File: config.mk
export PLATFORM = sky130hd
export DESIGN_NAME = sdram_arb_rr_flat
export DESIGN_NICKNAME = d
export VERILOG_FILES = /design/src/rtl/sdram_arb_rr_pkg.sv /design/src/rtl/sdram_arb_rr_if.sv /design/src/rtl/sdram_arb_rr_pick.sv /design/src/rtl/sdram_arb_rr.sv /design/src/flat_wrapper.sv
export SDC_FILE = /design/constraint.sdc
export NUM_CORES = 1
export LEC_CHECK = 0
export BUFFER_PORTS_ARGS = -buffer_cell sky130_fd_sc_hd__buf_2
export CORE_AREA = 4 4 149 151
export CTS_BUF_LIST = sky130_fd_sc_hd__clkbuf_4
export DETAILED_ROUTE_END_ITERATION = 16
export DIE_AREA = 0 0 153 155
export PLACE_DENSITY = 0.45
export SYNTH_ARGS = -nofsm -noshare
export SYNTH_HDL_FRONTEND = slang
export SYNTH_SLANG_ARGS = --single-unit
export TNS_END_PERCENT = 100
File: constraint.sdc
create_clock -name clk_i -period 2.3 [get_ports clk_i]
set_input_delay 0.46 -clock clk_i [delete_from_list [all_inputs] [get_ports clk_i]]
set_output_delay 0.46 -clock clk_i [all_outputs]
set_load 0.05 [all_outputs]
File: src/rtl/sdram_arb_rr_pkg.sv
// Shared types and bus widths for the round-robin SDRAM command-port arbiter.
package sdram_arb_pkg;

  typedef enum logic [1:0] {
    IDLE = 2'd0,
    CMD  = 2'd1,
    WAIT = 2'd2
  } arb_state_t;

  localparam int SDRAM_ADDR_W = 32;
  localparam int SDRAM_DATA_W = 32;
  localparam int SDRAM_LEN_W  = 8;
  localparam int SDRAM_BE_W   = 4;

endpackage

File: src/rtl/sdram_arb_rr_if.sv
// Requester-side and core-side bus bundle of the SDRAM arbiter.
// The arbiter uses the slave view; the surrounding system uses the master view.
interface sdram_arb_rr_if #(
  parameter int NUM_PORTS = 3
);
  import sdram_arb_pkg::*;

  logic [NUM_PORTS*SDRAM_BE_W-1:0]   req_wr_i;
  logic [NUM_PORTS-1:0]              req_rd_i;
  logic [NUM_PORTS*SDRAM_LEN_W-1:0]  req_len_i;
  logic [NUM_PORTS*SDRAM_ADDR_W-1:0] req_addr_i;
  logic [NUM_PORTS*SDRAM_DATA_W-1:0] req_write_data_i;
  logic [NUM_PORTS-1:0]              req_accept_o;
  logic [NUM_PORTS-1:0]              req_ack_o;
  logic [NUM_PORTS-1:0]              req_error_o;
  logic [SDRAM_DATA_W-1:0]           req_read_data_o;

  logic [SDRAM_BE_W-1:0]             core_wr_o;
  logic                              core_rd_o;
  logic [SDRAM_LEN_W-1:0]            core_len_o;
  logic [SDRAM_ADDR_W-1:0]           core_addr_o;
  logic [SDRAM_DATA_W-1:0]           core_write_data_o;
  logic                              core_accept_i;
  logic                              core_ack_i;
  logic                              core_error_i;
  logic [SDRAM_DATA_W-1:0]           core_read_data_i;

  modport slave (
    input  req_wr_i, req_rd_i, req_len_i, req_addr_i, req_write_data_i,
    input  core_accept_i, core_ack_i, core_error_i, core_read_data_i,
    output req_accept_o, req_ack_o, req_error_o, req_read_data_o,
    output core_wr_o, core_rd_o, core_len_o, core_addr_o, core_write_data_o
  );

  modport master (
    output req_wr_i, req_rd_i, req_len_i, req_addr_i, req_write_data_i,
    output core_accept_i, core_ack_i, core_error_i, core_read_data_i,
    input  req_accept_o, req_ack_o, req_error_o, req_read_data_o,
    input  core_wr_o, core_rd_o, core_len_o, core_addr_o, core_write_data_o
  );

endinterface

File: src/rtl/sdram_arb_rr_pick.sv
// Rotating-priority selector: finds the first requester after ptr_i, wrapping
// modulo NUM_PORTS, so the most recent winner has the lowest priority.
module sdram_rr_pick #(
  parameter int NUM_PORTS = 3,
  localparam int IDX_W = $clog2(NUM_PORTS)
) (
  input  logic [NUM_PORTS-1:0] req_i,
  input  logic [IDX_W-1:0]     ptr_i,
  output logic                 valid_o,
  output logic [IDX_W-1:0]     idx_o
);

  // Scan from farthest to nearest so the nearest requester after ptr_i is kept last.
  always_comb begin
    int c;
    c       = 0;
    valid_o = 1'b0;
    idx_o   = '0;
    for (int k = NUM_PORTS; k >= 1; k--) begin
      c = (int'(ptr_i) + k) % NUM_PORTS;
      if (req_i[c]) begin
        valid_o = 1'b1;
        idx_o   = IDX_W'(c);
      end
    end
  end

endmodule

File: src/rtl/sdram_arb_rr.sv
// Round-robin arbiter sharing one SDRAM core command port among NUM_PORTS
// requesters. A grant is held from selection until core completion, and an
// accept watchdog aborts commands the core never takes.
module sdram_arb_rr
  import sdram_arb_pkg::*;
#(
  parameter int NUM_PORTS      = 3,
  parameter int ACCEPT_TIMEOUT = 64
) (
  input  logic                 clk_i,
  input  logic                 rst_i,
  sdram_arb_rr_if.slave        bus,
  output logic [NUM_PORTS-1:0] grant_o,
  output logic                 busy_o
);

  localparam int IDX_W = $clog2(NUM_PORTS);
  localparam int TMO_W = (ACCEPT_TIMEOUT > 0) ? $clog2(ACCEPT_TIMEOUT + 1) : 1;

  localparam logic [1:0] ST_IDLE = 2'(IDLE);
  localparam logic [1:0] ST_CMD  = 2'(CMD);
  localparam logic [1:0] ST_WAIT = 2'(WAIT);

  logic [1:0]           state_q;
  logic [IDX_W-1:0]     ptr_q;
  logic [NUM_PORTS-1:0] gnt_q;
  logic [TMO_W-1:0]     tmo_cnt;

  logic [NUM_PORTS-1:0] req_vec;
  logic                 pick_valid;
  logic [IDX_W-1:0]     pick_idx;

  logic [SDRAM_BE_W-1:0]   sel_wr;
  logic                    sel_rd;
  logic [SDRAM_LEN_W-1:0]  sel_len;
  logic [SDRAM_ADDR_W-1:0] sel_addr;
  logic [SDRAM_DATA_W-1:0] sel_wdata;
  logic                    cur_req;
  logic                    tmo_expire;
  logic                    tmo_abort;

  // A port requests when it asks for a read or has any byte-enable set.
  always_comb begin
    req_vec = '0;
    for (int p = 0; p < NUM_PORTS; p++) begin
      req_vec[p] = bus.req_rd_i[p] | (|bus.req_wr_i[p*SDRAM_BE_W +: SDRAM_BE_W]);
    end
  end

  sdram_rr_pick #(
    .NUM_PORTS (NUM_PORTS)
  ) u_pick (
    .req_i   (req_vec),
    .ptr_i   (ptr_q),
    .valid_o (pick_valid),
    .idx_o   (pick_idx)
  );

  // ptr_q doubles as the owner index while a grant is held.
  assign sel_wr    = bus.req_wr_i[ptr_q*SDRAM_BE_W +: SDRAM_BE_W];
  assign sel_rd    = bus.req_rd_i[ptr_q];
  assign sel_len   = bus.req_len_i[ptr_q*SDRAM_LEN_W +: SDRAM_LEN_W];
  assign sel_addr  = bus.req_addr_i[ptr_q*SDRAM_ADDR_W +: SDRAM_ADDR_W];
  assign sel_wdata = bus.req_write_data_i[ptr_q*SDRAM_DATA_W +: SDRAM_DATA_W];
  assign cur_req   = req_vec[ptr_q];

  // Watchdog fires on the last allowed CMD cycle; an accept or a withdrawal
  // in that same cycle takes precedence and suppresses the error.
  assign tmo_expire = (ACCEPT_TIMEOUT != 0) && (tmo_cnt == TMO_W'(ACCEPT_TIMEOUT - 1));
  assign tmo_abort  = (state_q == ST_CMD) && !bus.core_accept_i && cur_req && tmo_expire;

  // Arbitration state, owner pointer, grant and watchdog counter.
  always_ff @(posedge clk_i or posedge rst_i) begin
    if (rst_i) begin
      state_q <= ST_IDLE;
      ptr_q   <= IDX_W'(NUM_PORTS - 1);
      gnt_q   <= '0;
      tmo_cnt <= '0;
    end else begin
      case (state_q)
        ST_IDLE: begin
          if (pick_valid) begin
            ptr_q   <= pick_idx;
            gnt_q   <= NUM_PORTS'(1) << pick_idx;
            tmo_cnt <= '0;
            state_q <= ST_CMD;
          end
        end
        ST_CMD: begin
          tmo_cnt <= tmo_cnt + TMO_W'(1);
          if (bus.core_accept_i) begin
            if (bus.core_ack_i) begin
              state_q <= ST_IDLE;
              gnt_q   <= '0;
            end else begin
              state_q <= ST_WAIT;
            end
          end else if (!cur_req || tmo_abort) begin
            state_q <= ST_IDLE;
            gnt_q   <= '0;
          end
        end
        ST_WAIT: begin
          if (bus.core_ack_i) begin
            state_q <= ST_IDLE;
            gnt_q   <= '0;
          end
        end
        default: begin
          state_q <= ST_IDLE;
          gnt_q   <= '0;
        end
      endcase
    end
  end

  // Route the owner's command to the core and core responses back to the owner only.
  always_comb begin
    bus.core_wr_o         = '0;
    bus.core_rd_o         = 1'b0;
    bus.core_len_o        = '0;
    bus.core_addr_o       = '0;
    bus.core_write_data_o = '0;
    bus.req_accept_o      = '0;
    bus.req_ack_o         = '0;
    bus.req_error_o       = '0;
    bus.req_read_data_o   = '0;
    case (state_q)
      ST_CMD: begin
        bus.core_wr_o         = tmo_abort ? '0 : sel_wr;
        bus.core_rd_o         = tmo_abort ? 1'b0 : sel_rd;
        bus.core_len_o        = sel_len;
        bus.core_addr_o       = sel_addr;
        bus.core_write_data_o = sel_wdata;
        bus.req_accept_o      = gnt_q & {NUM_PORTS{bus.core_accept_i}};
        if (bus.core_accept_i && bus.core_ack_i) begin
          bus.req_ack_o       = gnt_q;
          bus.req_error_o     = gnt_q & {NUM_PORTS{bus.core_error_i}};
          bus.req_read_data_o = bus.core_read_data_i;
        end else if (tmo_abort) begin
          bus.req_ack_o   = gnt_q;
          bus.req_error_o = gnt_q;
        end
      end
      ST_WAIT: begin
        bus.req_ack_o       = gnt_q & {NUM_PORTS{bus.core_ack_i}};
        bus.req_error_o     = gnt_q & {NUM_PORTS{bus.core_error_i}};
        bus.req_read_data_o = bus.core_read_data_i;
      end
      default: begin
      end
    endcase
  end

  assign grant_o = gnt_q;
  assign busy_o  = (state_q != ST_IDLE);

endmodule

File: src/flat_wrapper.sv
// flat-port wrapper written by rule: the top's interface ports become plain ports
module sdram_arb_rr_flat import sdram_arb_pkg::*;
#(
  parameter int NUM_PORTS      = 3,
  parameter int ACCEPT_TIMEOUT = 64
)
  (clk_i, rst_i, grant_o, busy_o, bus_req_wr_i, bus_req_rd_i, bus_req_len_i, bus_req_addr_i, bus_req_write_data_i, bus_core_accept_i, bus_core_ack_i, bus_core_error_i, bus_core_read_data_i, bus_req_accept_o, bus_req_ack_o, bus_req_error_o, bus_req_read_data_o, bus_core_wr_o, bus_core_rd_o, bus_core_len_o, bus_core_addr_o, bus_core_write_data_o);
  sdram_arb_rr_if #(.NUM_PORTS(NUM_PORTS)) bus_i ();
  input  logic clk_i;
  input  logic rst_i;
  output logic [NUM_PORTS-1:0] grant_o;
  output logic busy_o;
  input wire logic [$bits(bus_i.req_wr_i)-1:0] bus_req_wr_i;
  input wire logic [$bits(bus_i.req_rd_i)-1:0] bus_req_rd_i;
  input wire logic [$bits(bus_i.req_len_i)-1:0] bus_req_len_i;
  input wire logic [$bits(bus_i.req_addr_i)-1:0] bus_req_addr_i;
  input wire logic [$bits(bus_i.req_write_data_i)-1:0] bus_req_write_data_i;
  input wire logic [$bits(bus_i.core_accept_i)-1:0] bus_core_accept_i;
  input wire logic [$bits(bus_i.core_ack_i)-1:0] bus_core_ack_i;
  input wire logic [$bits(bus_i.core_error_i)-1:0] bus_core_error_i;
  input wire logic [$bits(bus_i.core_read_data_i)-1:0] bus_core_read_data_i;
  output wire logic [$bits(bus_i.req_accept_o)-1:0] bus_req_accept_o;
  output wire logic [$bits(bus_i.req_ack_o)-1:0] bus_req_ack_o;
  output wire logic [$bits(bus_i.req_error_o)-1:0] bus_req_error_o;
  output wire logic [$bits(bus_i.req_read_data_o)-1:0] bus_req_read_data_o;
  output wire logic [$bits(bus_i.core_wr_o)-1:0] bus_core_wr_o;
  output wire logic [$bits(bus_i.core_rd_o)-1:0] bus_core_rd_o;
  output wire logic [$bits(bus_i.core_len_o)-1:0] bus_core_len_o;
  output wire logic [$bits(bus_i.core_addr_o)-1:0] bus_core_addr_o;
  output wire logic [$bits(bus_i.core_write_data_o)-1:0] bus_core_write_data_o;
  assign bus_i.req_wr_i = bus_req_wr_i;
  assign bus_i.req_rd_i = bus_req_rd_i;
  assign bus_i.req_len_i = bus_req_len_i;
  assign bus_i.req_addr_i = bus_req_addr_i;
  assign bus_i.req_write_data_i = bus_req_write_data_i;
  assign bus_i.core_accept_i = bus_core_accept_i;
  assign bus_i.core_ack_i = bus_core_ack_i;
  assign bus_i.core_error_i = bus_core_error_i;
  assign bus_i.core_read_data_i = bus_core_read_data_i;
  assign bus_req_accept_o = bus_i.req_accept_o;
  assign bus_req_ack_o = bus_i.req_ack_o;
  assign bus_req_error_o = bus_i.req_error_o;
  assign bus_req_read_data_o = bus_i.req_read_data_o;
  assign bus_core_wr_o = bus_i.core_wr_o;
  assign bus_core_rd_o = bus_i.core_rd_o;
  assign bus_core_len_o = bus_i.core_len_o;
  assign bus_core_addr_o = bus_i.core_addr_o;
  assign bus_core_write_data_o = bus_i.core_write_data_o;
  sdram_arb_rr #(.NUM_PORTS(NUM_PORTS), .ACCEPT_TIMEOUT(ACCEPT_TIMEOUT)) u_core (.clk_i(clk_i), .rst_i(rst_i), .bus(bus_i), .grant_o(grant_o), .busy_o(busy_o));
endmodule
==> flow_summary.json, run 1 <==
{
  "number_of_antenna_violations_at_the_first_check_in_global_routing": 1,
  "status": "finished with violations",
  "power.static_leakage_uw": 0.00407,
  "h_tree_depth": 1,
  "routed_wire_length_per_instance_um": 16.9,
  "area_growth_pct": 141,
  "die_area_um2": 23700,
  "crit_type": "input pin to output pin",
  "cts.clk_slew.worst_paths_ps": 100,
  "coreArea_um2": 20800,
  "synth_top_area_cell": "mux2i_1",
  "later_pin_clock_latency_in_the_skew_report_ps": 300,
  "cts.path.max_buffers": 2,
  "synth_top_area_share_pct": 21.6,
  "dr_wl_met2_um": 10900,
  "setup_viol_count_final": 92,
  "worstMarginPinSlew_ps": 588,
  "yosys-top-cells-area": "mux2i_1 22%, nor2b_1 13%, a21oi_1 11%, dfrtp_1 9.1%, nor2_1 8.3%",
  "port-buffer-count": 389,
  "timing.reg2reg.setup_slack_ps": -50,
  "share_of_post_route_cells_with_drive_strength_above_1_pct": 72.1,
  "floorplan.die.height_um": 155,
  "dominantRegCellSynth": "dfrtp_1",
  "post_synth_instance_area_um2": 3560,
  "cap_violations": 0,
  "syn_avg_cell_area_um2": 6.82,
  "most_used_cells_in_the_layout_excluding_fill_and_tap_cells": "269 x buf_2, 87 x buf_6, 78 x nor2_1",
  "grt_first_pass_wirelength_um": 30400,
  "synth.yosys.seq_area_share_pct": 9.87,
  "layout.cell_area.non_filler_um2": 8570,
  "finish.utilization_pct": 41.2,
  "place_hpwl_um": 15000,
  "vias_in_the_first_global_route": 5538,
  "globalRouteOverflowTotal": 0,
  "async_reset_ff_share_pct": 100,
  "vias": 5397,
  "tritoncts": "yes",
  "route.detailed.vias_per_inst": 4.41,
  "pin_count": 390,
  "std_cell_rows": 53,
  "dr.max_layer_used": "met4",
  "detail_route.wirelength_um": 20700,
  "number_of_flops_mapped_to_enable_cells_by_yosys": 0,
  "grt_use_total_pct": 15.6,
  "finClkSkew_ps": 5.83,
  "drt-initial-drc-count": 119,
  "initial_drt_pass_iterations": 4,
  "detailedPlace.worstSlack_ps": -257,
  "fmaxAchievable_mhz": 402,
  "synth.lib_cells_used.distinct": 60,
  "timing.final.max_slew_violations": 0,
  "rsz0062_at_grt": "yes",
  "class_of_the_tightest_hold_or_removal_check": "input pin to asynchronous set/reset pin",
  "timing.hold.ws_ps": 209,
  "violations": "negative setup slack",
  "synth.yosys.warnings": 0,
  "synth_nets": 798,
  "fin_crit_sh_pct": 108,
  "timing.critical_path.to_type": "output pin",
  "drc": 0,
  "final_antenna_net_count": 0,
  "required_ps": 1840,
  "cts_buffers": 3,
  "initial_utilization_pct": 17.1,
  "power.density_nw_per_um2": 1410,
  "wire_length_on_met1_um": 8250,
  "clkSinkCount": 14,
  "postPlaceCellArea_um2": 6320,
  "timing_hold_violations_final": 0,
  "overall_power_of_the_completed_layout_uw": 12100,
  "irDropWorstVdd_mv": 0.744,
  "yosys_reg_bits": 14,
  "routed_length_on_met3_um": 1480,
  "synthCells": 522,
  "mostFrequentLayoutCell": "buf_2",
  "final_nets": 1224,
  "worst_slack_ps": -186,
  "slew_headroom_pct": 60.7,
  "crit_path_start_kind": "input pin",
  "cp_data_arrival_time_ps": 2030,
  "gpl.final_weighted_congestion": 0.845,
  "min_period_ps": 2490,
  "cts_root_buffer": "clkbuf_4",
  "dieWidth_um": 153,
  "cp_max_fo": 5,
  "grt_start_max_net_pins": 59
}
-- critical path, cell delays in order --
cell     delay [ps]
buf_6            90
or4_4           560
nor3_4          190
o32ai_4         130
nand3_2         130
buf_6           130
and3_4          190
buf_12          130
-- Yosys cell counts, types with 2 or more instances --
cell	n
a211o_1	3
a21boi_0	2
a21oi_1	76
a22o_1	2
a31oi_1	3
a32o_1	2
and2_1	38
and3_1	10
buf_1	5
buf_2	5
buf_6	2
clkbuf_1	28
dfrtp_1	13
ha_1	8
inv_1	8
mux2_2	2
mux2i_1	77
nand2_1	13
nand2b_1	7
nand3_1	5
nor2_1	79
nor2b_1	76
nor3_1	6
nor4b_1	2
o21ai_0	2
o21ai_1	2
o21bai_1	2
o221ai_2	2
o22ai_1	6
o32ai_1	2
or2_2	3
or3_1	2
or4_4	2
-- per-stage QoR --
| stage | cells | TNS [ps] |
|---|---|---|
| 2_1_floorplan | 522 | 0 |
| 3_3_place_gp | 1191 | -4020 |
| 3_5_place_dp | 1191 | -4570 |
| 4_1_cts | 1218 | -11680 |
| 5_1_grt | 1223 | -18510 |
| 6_report | 1223 | -9220 |
-- timing repair --
action	CTS	global route
resized for setup	357	138
pin swaps	44	50
hold buffers	0	0
buffers inserted	18	4
gates cloned	7	5
endpoints found under the setup margin	120	132
-- cell type report --
type	count	area [um2]
inverters	8	40.0
fillers	2094	12300
multi-input cells	458	4030
clock inverters	1	3.75
flip-flops and latches	14	360
clock buffers	3	22.5
diodes	1	2.50
well taps	275	344
repair buffers	463	3770
-- flip-flops by register name, summed over array words and instances (netlist names) --
name,flops
u_core.ptr_q,2
u_core.state_q,2
u_core.grant_o,3
u_core.tmo_cnt,7
-- cells by family (layout without fill, tap and decap cells) --
group / after synthesis / count (layout) / synth area share (%)
flip-flops: 14 / 14 / 9.87
buffers and inverters: 50 / 475 / 6.01
adder cells (fa/ha/maj): 8 / 8 / 2.81
other: 0 / 1 / 0
AND/OR/NAND/NOR: 254 / 254 / 38.9
AO/OA/AOI/OAI: 117 / 117 / 20.2
multiplexers: 79 / 79 / 22.3
-- metal layers --
| layer | up-vias | track usage, % |
|---|---|---|
| met1 | 2492 | 18.6 |
| met4 | 0 | 1.74 |
| met5 | - | 0 |
| met2 | 221 | 29.5 |
| met3 | 9 | 3.25 |
| li1 | 2675 | - |
-- where the power goes --
part | switching [uW] | total [uW] | internal [uW]
clock | 93.0 | 156 | 63.3
sequential | 84.3 | 425 | 341
combinational | 6500 | 11500 | 4970
total | 6680 | 12100 | 5380
-- worst paths after layout --
kind | from | end | depth (start not counted)
worst max-delay path | bus_req_rd_i[1] | bus_core_rd_o | 8
max in group asynchronous | rst_i | u_core.ptr_q[0] | 2
worst min-delay path | rst_i | u_core.tmo_cnt[4] | 2
min in group clk_i | u_core.tmo_cnt[1] | u_core.tmo_cnt[1] | 1
worst max register to register | u_core.ptr_q[1] | u_core.tmo_cnt[4] | 9
worst min register to register | u_core.tmo_cnt[1] | u_core.tmo_cnt[1] | 1
Power figures use the tool's default switching activity.
==> inputs of run 2 (changes only) <==
--- a/config.mk
+++ b/config.mk
@@ -6,12 +6,14 @@
 export NUM_CORES = 1
 export LEC_CHECK = 0
 export BUFFER_PORTS_ARGS = -buffer_cell sky130_fd_sc_hd__buf_2
-export CORE_AREA = 4 4 149 151
+export CORE_AREA = 4 4 150 152
 export CTS_BUF_LIST = sky130_fd_sc_hd__clkbuf_4
 export DETAILED_ROUTE_END_ITERATION = 16
-export DIE_AREA = 0 0 153 155
-export PLACE_DENSITY = 0.45
+export DIE_AREA = 0 0 154 156
+export GPL_TIMING_DRIVEN = 0
+export PLACE_DENSITY = 0.44
 export SYNTH_ARGS = -nofsm -noshare
 export SYNTH_HDL_FRONTEND = slang
+export SYNTH_HIERARCHICAL = 1
 export SYNTH_SLANG_ARGS = --single-unit
 export TNS_END_PERCENT = 100
==> run 2 against run 1 <==
- the run still ends with negative setup slack left
- sequential share of layout area is essentially flat
- first-iteration DRC count increased by 91%
- fmax down 1.5%
- core utilization fell by 1.1 points
- clock skew rose by 0.75 ps
- wire length increased by 8.2%
- combinational power up 5%
- worst hold slack improved by 6.6 ps
- final cell count up 3.4%
- critical path depth is the same
- non-clock buffer count rose by 26
==> flow_summary.json, run 2 <==
{
  "synthCells": 541,
  "floorplan.die.height_um": 156,
  "worst_slack_ps": -225,
  "setup_viol_count_final": 117,
  "tritoncts": "yes",
  "synth_simple_gate_area_share_pct": 31.8,
  "cell_internal_pwr_uw": 5550,
  "synth.area.mux_share_pct": 24.0,
  "required_ps": 1840,
  "routed_wire_length_per_instance_um": 17.7,
  "cp_max_fo": 6,
  "switch_share_pct": 56.3,
  "critical_path.cell_chain": "buf_8 > buf_6 > nor2b_2 > buf_6 > a32oi_4 > nor2_4 > o211a_1 > buf_6",
  "synth_compound_gate_area_share_pct": 23.3,
  "cts.path.max_buffers": 2,
  "filler_cell_count": 2137,
  "clock_power_share_pct": 1.2,
  "fraction_of_the_mapped_netlist_area_in_adder_cells_pct": 3.24,
  "cap_violations": 0,
  "timing.critical_path.to_type": "output pin",
  "post-place-cells": 1205,
  "postPlaceCellArea_um2": 5840,
  "dieWidth_um": 154,
  "slew_headroom_pct": 60.5,
  "route.detailed.vias_per_inst": 4.46,
  "port-buffer-count": 389,
  "area_growth_pct": 142,
  "synth_xor_area_share_pct": 0.252,
  "synth_top_area_cell": "mux2i_1",
  "final_antenna_net_count": 0,
  "number_of_flops_mapped_to_enable_cells_by_yosys": 0,
  "synth.yosys.seq_area_share_pct": 10.1,
  "power.static_leakage_uw": 0.00406,
  "rsz0062_at_grt": "yes",
  "drt-initial-drc-count": 227,
  "initial_drt_pass_iterations": 4,
  "initial_utilization_pct": 16.5,
  "std_cell_rows": 53,
  "cts-hold-fix-buffers": 0,
  "place_hpwl_um": 17000,
  "critical_path.max_stage_delay_ps": 570,
  "seqPwrFrac_pct": 3.4,
  "status": "finished with violations",
  "non_filler_instances": 1264,
  "cts_root_buffer": "clkbuf_4",
  "finish.utilization_pct": 40.1,
  "power.switching_uw": 7150,
  "comb_power_share_pct": 95.3,
  "most_used_cells_in_the_layout_excluding_fill_and_tap_cells": "277 x buf_2, 122 x nor2_1, 97 x buf_6",
  "mostFrequentLayoutCell": "buf_2",
  "detailedPlace.worstSlack_ps": -826,
  "irDropWorstVdd_mv": 0.467,
  "crit_family": "flip-flops",
  "violations": "negative setup slack",
  "grt_use_total_pct": 15.8,
  "power.density_nw_per_um2": 1510,
  "top_register": "u_core/tmo_cnt",
  "h_tree_depth": 1,
  "vias_in_the_first_global_route": 5581,
  "gpl.final_weighted_congestion": 0.854,
  "timing.final.max_slew_violations": 0,
  "synth_common_cells": "165 x nor2_1, 88 x a21oi_1, 81 x mux2i_1",
  "class_of_the_tightest_hold_or_removal_check": "input pin to asynchronous set/reset pin",
  "worstMarginPinSlew_ps": 592,
  "min_period_ps": 2520,
  "yosys-top-cells-area": "mux2i_1 23%, nor2_1 18%, a21oi_1 13%, dfrtp_1 9.4%, and2_1 5.8%",
  "grt_start_max_net_pins": 15,
  "number_of_antenna_violations_at_the_first_check_in_global_routing": 5,
  "timing_hold_violations_final": 0,
  "synth.yosys.warnings": 6,
  "main_combinational_cell_family_by_area_after_synthesis": "simple AND/OR/NAND/NOR gates",
  "cp_data_arrival_time_ps": 2060,
  "share_of_post_route_cells_with_drive_strength_above_1_pct": 66.8,
  "coreArea_um2": 21000,
  "later_pin_clock_latency_in_the_skew_report_ps": 290,
  "largest_register_ffs": 7,
  "final_nets": 1266,
  "layout.cell_area.non_filler_um2": 8420,
  "cts_buffers": 3,
  "syn_avg_cell_area_um2": 6.42,
  "cts.clk_slew.worst_paths_ps": 100,
  "crit_type": "flip-flop to output pin",
  "fmaxAchievable_mhz": 396,
  "timing.hold.ws_ps": 216,
  "die_area_um2": 24000,
  "cpMaxStageDelayCell": "dfstp_2",
  "yosys_reg_bits": 14,
  "cp_num_buf_inv": 4,
  "synth_nets": 818,
  "pin_count": 390,
  "finClkSkew_ps": 6.57,
  "globalRouteOverflowTotal": 0,
  "synth_most_common_cell": "nor2_1",
  "grt_first_pass_wirelength_um": 30700,
  "synth_top_area_share_pct": 23.3,
  "fin_crit_sh_pct": 110,
  "detail_route.wirelength_um": 22400,
  "async_reset_ff_share_pct": 100,
  "critical-path-top-cell-by-count": "buf_6",
  "post_synth_instance_area_um2": 3470,
  "dominantRegCellSynth": "dfrtp_1",
  "synth.lib_cells_used.distinct": 50,
  "crit_path_start_kind": "flip-flop",
  "drc": 0,
  "clkSinkCount": 14,
  "vias": 5640
}
-- run 2: cell count changes after synthesis, moves of 4 or more --
cell       before  now
a21oi_1        76   88
and2_1         38   32
and3_1         10    4
buf_2           5   19
clkbuf_1       28   16
mux2i_1        77   81
nand2_1        13    8
nor2_1         79  165
nor2b_1        76    4
o211a_1         1    6
o21ai_0         2   10
o2bb2ai_1       0    4
-- run 2: area by class of cell --
class	count	area [um2]	share of cell area [%]
Clock buffer	3	22.5	0.267
Buffer	44	533	6.33
Antenna cell	1	2.50	0.0297
Multi-Input combinational cell	471	3610	42.9
Tap cell	275	344	4.09
Inverter	10	43.8	0.520
Timing Repair Buffer	445	3510	41.6
Sequential cell	14	353	4.19
Clock inverter	1	3.75	0.0446
-- run 2: cell families after synthesis --
kind of cell               after synthesis
buffers and inverters                   56
DFF                                     14
muxes                                   83
adders and majority gates                9
xor gates and xnor gates                 1
and+or+nand+nor                        245
AOI/OAI and AO/OA                      133
-- run 2: path summary, 6_finish.rpt --
| check | start | endpoint | slack (ps) | cells past startpoint |
|---|---|---|---|---|
| max | u_core/ptr_q[1] | bus_req_ack_o[0] | -220 | 8 |
| min | rst_i | u_core/grant_o[1] | 220 | 2 |
| max reg2reg | u_core/ptr_q[1] | u_core/state_q[1] | -20 | 13 |
| min reg2reg | u_core/tmo_cnt[5] | u_core/tmo_cnt[5] | 560 | 2 |
| max in group asynchronous | rst_i | u_core/state_q[1] | 1660 | 2 |
| min in group clk_i | bus_core_ack_i | u_core/state_q[1] | 420 | 2 |
-- run 2: metrics by stage --
| stage | TNS (ps) | total power (uW) |
|---|---|---|
| floorplan | -918 | 6530 |
| global placement | -50950 | 8540 |
| detailed placement | -50000 | 8530 |
| CTS | -15990 | 11300 |
| global route | -23980 | 13400 |
| finish | -12380 | 12700 |
-- run 2: what timing repair did --
item                                    4_1_cts  5_1_grt
endpoints found under the setup margin      132      132
gates resized for setup                     351      212
cloned                                        5        9
pin swaps                                    32       70
setup buffers                                31       13
-- run 2: power by group through the flow --
stage / combinational [uW] / clock, uW / sequential (uW)
final: 12100 / 157 / 436
after CTS: 10700 / 163 / 425
after floorplan: 6060 / 0 / 470
after global routing: 12800 / 175 / 453
after global placement: 8120 / 0 / 428
after detailed placement: 8100 / 0 / 431
-- run 2: worst register-to-register path: cells and delay by family (launching register included) --
kind	cells	cell delay, ps
buffers and inverters	4	520
DFF	1	570
adders and majority gates	1	120
and+or+nand+nor	3	290
AOI/OAI and AO/OA	5	690
-- run 2: routing by layer --
| layer | track usage (%) | share of wire (%) | vias to the layer above |
|---|---|---|---|
| met4 | 1.89 | 1.3 | 6 |
| met3 | 2.80 | 6.9 | 25 |
| met2 | 30.0 | 53 | 249 |
| li1 | - | - | 2760 |
| met5 | 0 | 0.21 | - |
| met1 | 19.1 | 38 | 2600 |
